<file path="src/rtl/core_pkg.sv">
// Shared widths, ALU opcodes and the ALU function for the EX stage and its register file.
package core_pkg;

  localparam int DATA_W   = 8;
  localparam int REG_W    = 3;
  localparam int NUM_REGS = 1 << REG_W;

  typedef logic [DATA_W-1:0] data_t;
  typedef logic [REG_W-1:0]  reg_t;

  localparam logic ALUOP_ADD = 1'b0;
  localparam logic ALUOP_SLL = 1'b1;
  localparam reg_t REG_ZERO  = '0;

  // SLL uses only the low three bits of B, so the shift never clears the whole word.
  function automatic data_t alu_eval(input logic op, input data_t a, input data_t b);
    data_t r;
    if (op == ALUOP_SLL) r = a << b[2:0];
    else                 r = a + b;
    return r;
  endfunction

endpackage

</file>
<file path="src/rtl/regfile_8x8.sv">
// 8x8 register file: one write port, two read ports plus a debug read, r0 hardwired to zero.
module regfile_8x8
  import core_pkg::*;
(
  input  logic  clk,
  input  logic  rst,
  input  logic  we,
  input  reg_t  waddr,
  input  data_t wdata,
  input  reg_t  raddr1,
  input  reg_t  raddr2,
  input  reg_t  dbg_addr,
  output data_t rdata1,
  output data_t rdata2,
  output data_t dbg_data
);

  data_t rf_q [NUM_REGS];

  // Reset loads each register with its own index so reads are never X.
  always_ff @(posedge clk) begin
    if (!rst) begin
      for (int i = 0; i < NUM_REGS; i++) rf_q[i] <= DATA_W'(i);
    end else if (we && (waddr != REG_ZERO)) begin
      rf_q[waddr] <= wdata;
    end
  end

  assign rdata1   = (raddr1   == REG_ZERO) ? '0 : rf_q[raddr1];
  assign rdata2   = (raddr2   == REG_ZERO) ? '0 : rf_q[raddr2];
  assign dbg_data = (dbg_addr == REG_ZERO) ? '0 : rf_q[dbg_addr];

endmodule

</file>
<file path="src/rtl/ex_wb_regfile.sv">
// EX-stage ALU, EX/WB pipeline register and write-back, with EX/WB forwarding to the ID read ports.
module ex_wb_regfile
  import core_pkg::*;
(
  input  logic  clk,
  input  logic  rst,
  input  logic  ID_EX_RegWrite,
  input  logic  ID_EX_ALUOp,
  input  data_t ID_EX_Data1,
  input  data_t ID_EX_Data2,
  input  reg_t  ID_EX_Reg,
  input  reg_t  ReadReg1,
  input  reg_t  ReadReg2,
  output data_t Data1,
  output data_t Data2,
  output logic  EX_WB_RegWrite,
  output data_t EX_WB_Result,
  output reg_t  EX_WB_Reg,
  input  reg_t  DbgRegNum,
  output data_t DbgData
);

  logic  wb_we_q;
  data_t wb_result_q, wb_result_d;
  reg_t  wb_reg_q;
  data_t rf_rd1, rf_rd2;

  assign wb_result_d = alu_eval(ID_EX_ALUOp, ID_EX_Data1, ID_EX_Data2);

  always_ff @(posedge clk) begin
    if (!rst) begin
      wb_we_q     <= 1'b0;
      wb_result_q <= '0;
      wb_reg_q    <= REG_ZERO;
    end else begin
      wb_we_q     <= ID_EX_RegWrite;
      wb_result_q <= wb_result_d;
      wb_reg_q    <= ID_EX_Reg;
    end
  end

  regfile_8x8 u_rf (
    .clk      (clk),
    .rst      (rst),
    .we       (wb_we_q),
    .waddr    (wb_reg_q),
    .wdata    (wb_result_q),
    .raddr1   (ReadReg1),
    .raddr2   (ReadReg2),
    .dbg_addr (DbgRegNum),
    .rdata1   (rf_rd1),
    .rdata2   (rf_rd2),
    .dbg_data (DbgData)
  );

  // The younger EX result wins over the older EX/WB result for the same register.
  function automatic data_t fwd(input reg_t rs, input data_t rf_val);
    data_t r;
    if (rs == REG_ZERO)                            r = '0;
    else if (ID_EX_RegWrite && (ID_EX_Reg == rs))  r = wb_result_d;
    else if (wb_we_q && (wb_reg_q == rs))          r = wb_result_q;
    else                                           r = rf_val;
    return r;
  endfunction

  assign Data1 = fwd(ReadReg1, rf_rd1);
  assign Data2 = fwd(ReadReg2, rf_rd2);

  assign EX_WB_RegWrite = wb_we_q;
  assign EX_WB_Result   = wb_result_q;
  assign EX_WB_Reg      = wb_reg_q;

endmodule

</file>
<file path="config.mk">
export PLATFORM = sky130hd
export DESIGN_NAME = ex_wb_regfile
export DESIGN_NICKNAME = d
export VERILOG_FILES = /design/src/rtl/core_pkg.sv /design/src/rtl/regfile_8x8.sv /design/src/rtl/ex_wb_regfile.sv
export SDC_FILE = /design/constraint.sdc
export NUM_CORES = 1
export LEC_CHECK = 0
export CAP_MARGIN = 20
export CORE_MARGIN = 4
export CORE_UTILIZATION = 58
export CTS_BUF_LIST = sky130_fd_sc_hd__clkbuf_4
export DETAILED_ROUTE_END_ITERATION = 8
export PLACE_DENSITY = 0.83
export RECOVER_POWER = 100
export SYNTH_ARGS = -nofsm -noshare
export SYNTH_HDL_FRONTEND = slang
export SYNTH_SLANG_ARGS = --single-unit
</file>
<file path="constraint.sdc">
create_clock -name clk -period 2.9 [get_ports clk]
set_clock_uncertainty 0.2 [all_clocks]
set_input_delay 0.58 -clock clk [delete_from_list [all_inputs] [get_ports clk]]
set_output_delay 0.58 -clock clk [all_outputs]
set_load 0.03 [all_outputs]
</file>
==> impl_metrics.tcl <==
set metrics [dict create \
    rsz0062_at_grt "yes" \
    grt_overflow_total 0 \
    regToRegSetupSlack_ns 0.71 \
    clockBufferDepth 2 \
    setup_ws_ns -0.203 \
    gp_congestion 0.975 \
    worst_pin_slew_ns 0.759 \
    clkLatencyLatePin_ns 0.43 \
    p_int_mw 2.02 \
    grt_max_degree 17 \
    sw_frac_of_total_pct 34.5 \
    async_flop_share_pct 0 \
    yosys-top-cells-area "edfxtp_1 36%, mux4_1 8.8%, mux4_2 6.3%, and2_1 6.0%, mux2i_1 5.2%" \
    wire_per_inst_um 25.8 \
    synth_top_cell_area_share_pct 35.6 \
    peakVddDrop_mv 0.410 \
    grt_pass1_wl_um 29200 \
    post-route-period-util_pct 107 \
    cp_data_arrival_time_ns 2.32 \
    antenna_found_initial 0 \
    dieArea_mm2 0.0109 \
    dpl.hpwl_um 13300 \
    power.clock.fraction_pct 23.8 \
    power.leakage_nw 3.08 \
    rows 34 \
    synth_area_mm2 0.00539 \
    initial_utilization_pct 60.6 \
    io_pins 68 \
    final_cell_mix "98 x buf_4, 64 x edfxtp_1, 30 x nor2_1" \
    utilization_pct 85.9 \
    p_switching_mw 1.07 \
    hold_slack_ns 0.350 \
    core_area_mm2 0.00889 \
    holdPathStages 2 \
    worstHoldEndpoint "EX_WB_Reg[0]$_SDFF_PN0_" \
    crit_path_end_kind "output port" \
    cts_tree "done" \
    synth.distinct_cells 56 \
    p_seq_share_pct 41.9 \
    cp_max_fo 3 \
    violations "negative setup slack" \
    synth_edf_count 64 \
    diodes 0 \
    p_comb_share_pct 34.3 \
    finalSetupViolations 15 \
    tns_ns -1.67 \
    max_slew_margin_pct 49.4 \
    die_w_um 104 \
    drt_iter0_drc 668 \
    worstHoldStart "ID_EX_Reg[0]" \
    yosysTopAreaCell "edfxtp_1" \
    numCtsBuffers 9 \
    required_ns 2.12 \
    regToRegEndpoint "u_rf.rf_q[6][4]$_SDFFCE_PN0P_" \
    layout-drive-gt1-share_pct 43.7 \
    syn_inst 462 \
    rr_worst_depth 4 \
    firstDrtPassIters 5 \
    avgSynthCellArea_um2 11.7 \
    hold_viol_final 0 \
    cts.sinks 76 \
    powerDensity_mw_per_mm2 405 \
    critPathKind "in2out" \
    drc 0 \
    multiInputGateArea_mm2 0.00345 \
    chipHeight_um 104 \
    final_common_cell "buf_4" \
    clk_pin_slew_ns 0.14 \
    final.min_clock_period_ns 3.10 \
    total_power_mw 3.09 \
    final.fill_count 453 \
    seq_area_mm2 0.00217 \
    root_buffer "clkbuf_4" \
    startpoint_type "input port" \
    clock.fmax_mhz 322 \
    grt_pass1_vias 5075 \
    nets 684 \
    synth_seq_area_share_pct 40.1 \
    grtUsageTotal_pct 35.0 \
    ant_nets 0 \
    synth_ff_type "edfxtp_1" \
    min_path_type "in2reg" \
    area_growth_pct 41.7 \
    pre_cts_ws_ns -0.638 \
    final_max_slew_viol_count 0 \
    synth-seq-cells 76 \
    yosysWarnings 0 \
    r2r-start "EX_WB_RegWrite$_SDFF_PN0_" \
    port_buffers 67 \
    status "finished, violations left" \
    h-tree-depth 3 \
    vias_per_cell 6.77 \
    maxCapViolCount 0 \
    vias 5116 \
    finalWirelength_um 19500 \
]
## synth_stat cells (all sizes together) (2+ instances only)
master and n:
nor3 4, inv 5, xor2 2, a211oi 4, nand2 26, a21oi 10
xnor2 13, or3 14, o22ai 5, a31oi 2, o22a 5, a211o 6
and4 2, dfxtp 12, or2b 2, buf 21, o21ai 29, a31o 2
nor2b 4, a22oi 10, or2 3, mux2i 28, o31ai 2, mux4 33
nand2b 5, nand4 4, clkbuf 6, o221ai 3, ha 8, edfxtp 64
and3 4, o211ai 7, and2 52, mux2 15, nor3b 2, nand3 8
nor2 33
## final cells by class
cell class	instances	share of cell area [%]
Clock inverter	7	1.21
Clock buffer	9	0.884
Tap cell	108	1.77
Inverter	5	0.246
Timing Repair Buffer	190	22.3
Sequential cell	76	28.3
Multi-Input combinational cell	361	45.2
## kinds of logic after synthesis
logic type / Yosys count / synth area share, %
buffers and inverters: 32 / 4.11
xor gates and xnor gates: 15 / 2.58
adders and majority gates: 9 / 2.23
DFF: 76 / 40.1
AOI/OAI and AO/OA: 87 / 10.7
and+or+nand+nor: 166 / 16.7
muxes: 76 / 23.5
other: 1 / 0.0696
## metal layers
metal  GRT usage (%)  vias to the layer above  routed length, um
met5               0                        -                  0
met4            14.4                        0               1020
met3            6.46                      104               2210
met2            58.0                      414               9400
met1            45.3                     2464               6890
li1                -                     2134                  -
## power by group through the flow
stage | Sequential (mW) | Clock, mW | Combinational, mW
global route | 1.30 | 0.776 | 1.10
CTS | 1.29 | 0.726 | 0.985
floorplan | 1.31 | 0 | 0.460
global placement | 1.31 | 0 | 0.848
finish | 1.30 | 0.735 | 1.06
detailed placement | 1.31 | 0 | 0.858
## registers in the layout, indices dropped and copies added (netlist names)
| register | count |
|---|---|
| EX_WB_Reg | 3 |
| EX_WB_RegWrite | 1 |
| u_rf.rf_q | 64 |
| EX_WB_Result | 8 |
## worst max-delay path by stage
stage	start	endpoint	slack, ns
2_1_floorplan	ID_EX_Data1[0]	Data2[6]	-0.07
6_report	ID_EX_Data1[1]	Data2[7]	-0.20
4_1_cts	ID_EX_Data2[0]	Data2[4]	-0.20
5_1_grt	ID_EX_Data2[0]	Data2[6]	-0.25
3_5_place_dp	ID_EX_Data1[0]	Data2[4]	-0.64
3_3_place_gp	ID_EX_Data1[0]	Data2[4]	-0.60
## per-stage QoR
| stage | cells | cell area, um2 |
|---|---|---|
| after floorplan | 469 | 5460 |
| after global placement | 717 | 6800 |
| after detailed placement | 717 | 6800 |
| after CTS | 749 | 7500 |
| after global routing | 756 | 7640 |
| final | 756 | 7640 |
## repair_timing
item / in CTS / in global routing
setup buffers: 14 / 8
gates resized for setup: 173 / 43
gates cloned: 3 / 1
endpoints found under the setup margin: 24 / 22
pin swaps: 43 / 31
hold endpoints to repair: 0 / 0
hold buffers: 0 / 0
## worst max-delay path, stage by stage
cell and delay, ns:
buf_8 0.10, buf_6 0.11, buf_4 0.12, buf_6 0.11, mux2_4 0.28, mux2_1 0.34, mux2i_1 0.15, nand2_1 0.13
a31o_2 0.26, buf_6 0.13
Note: power is estimated with default switching activity, not from simulation.
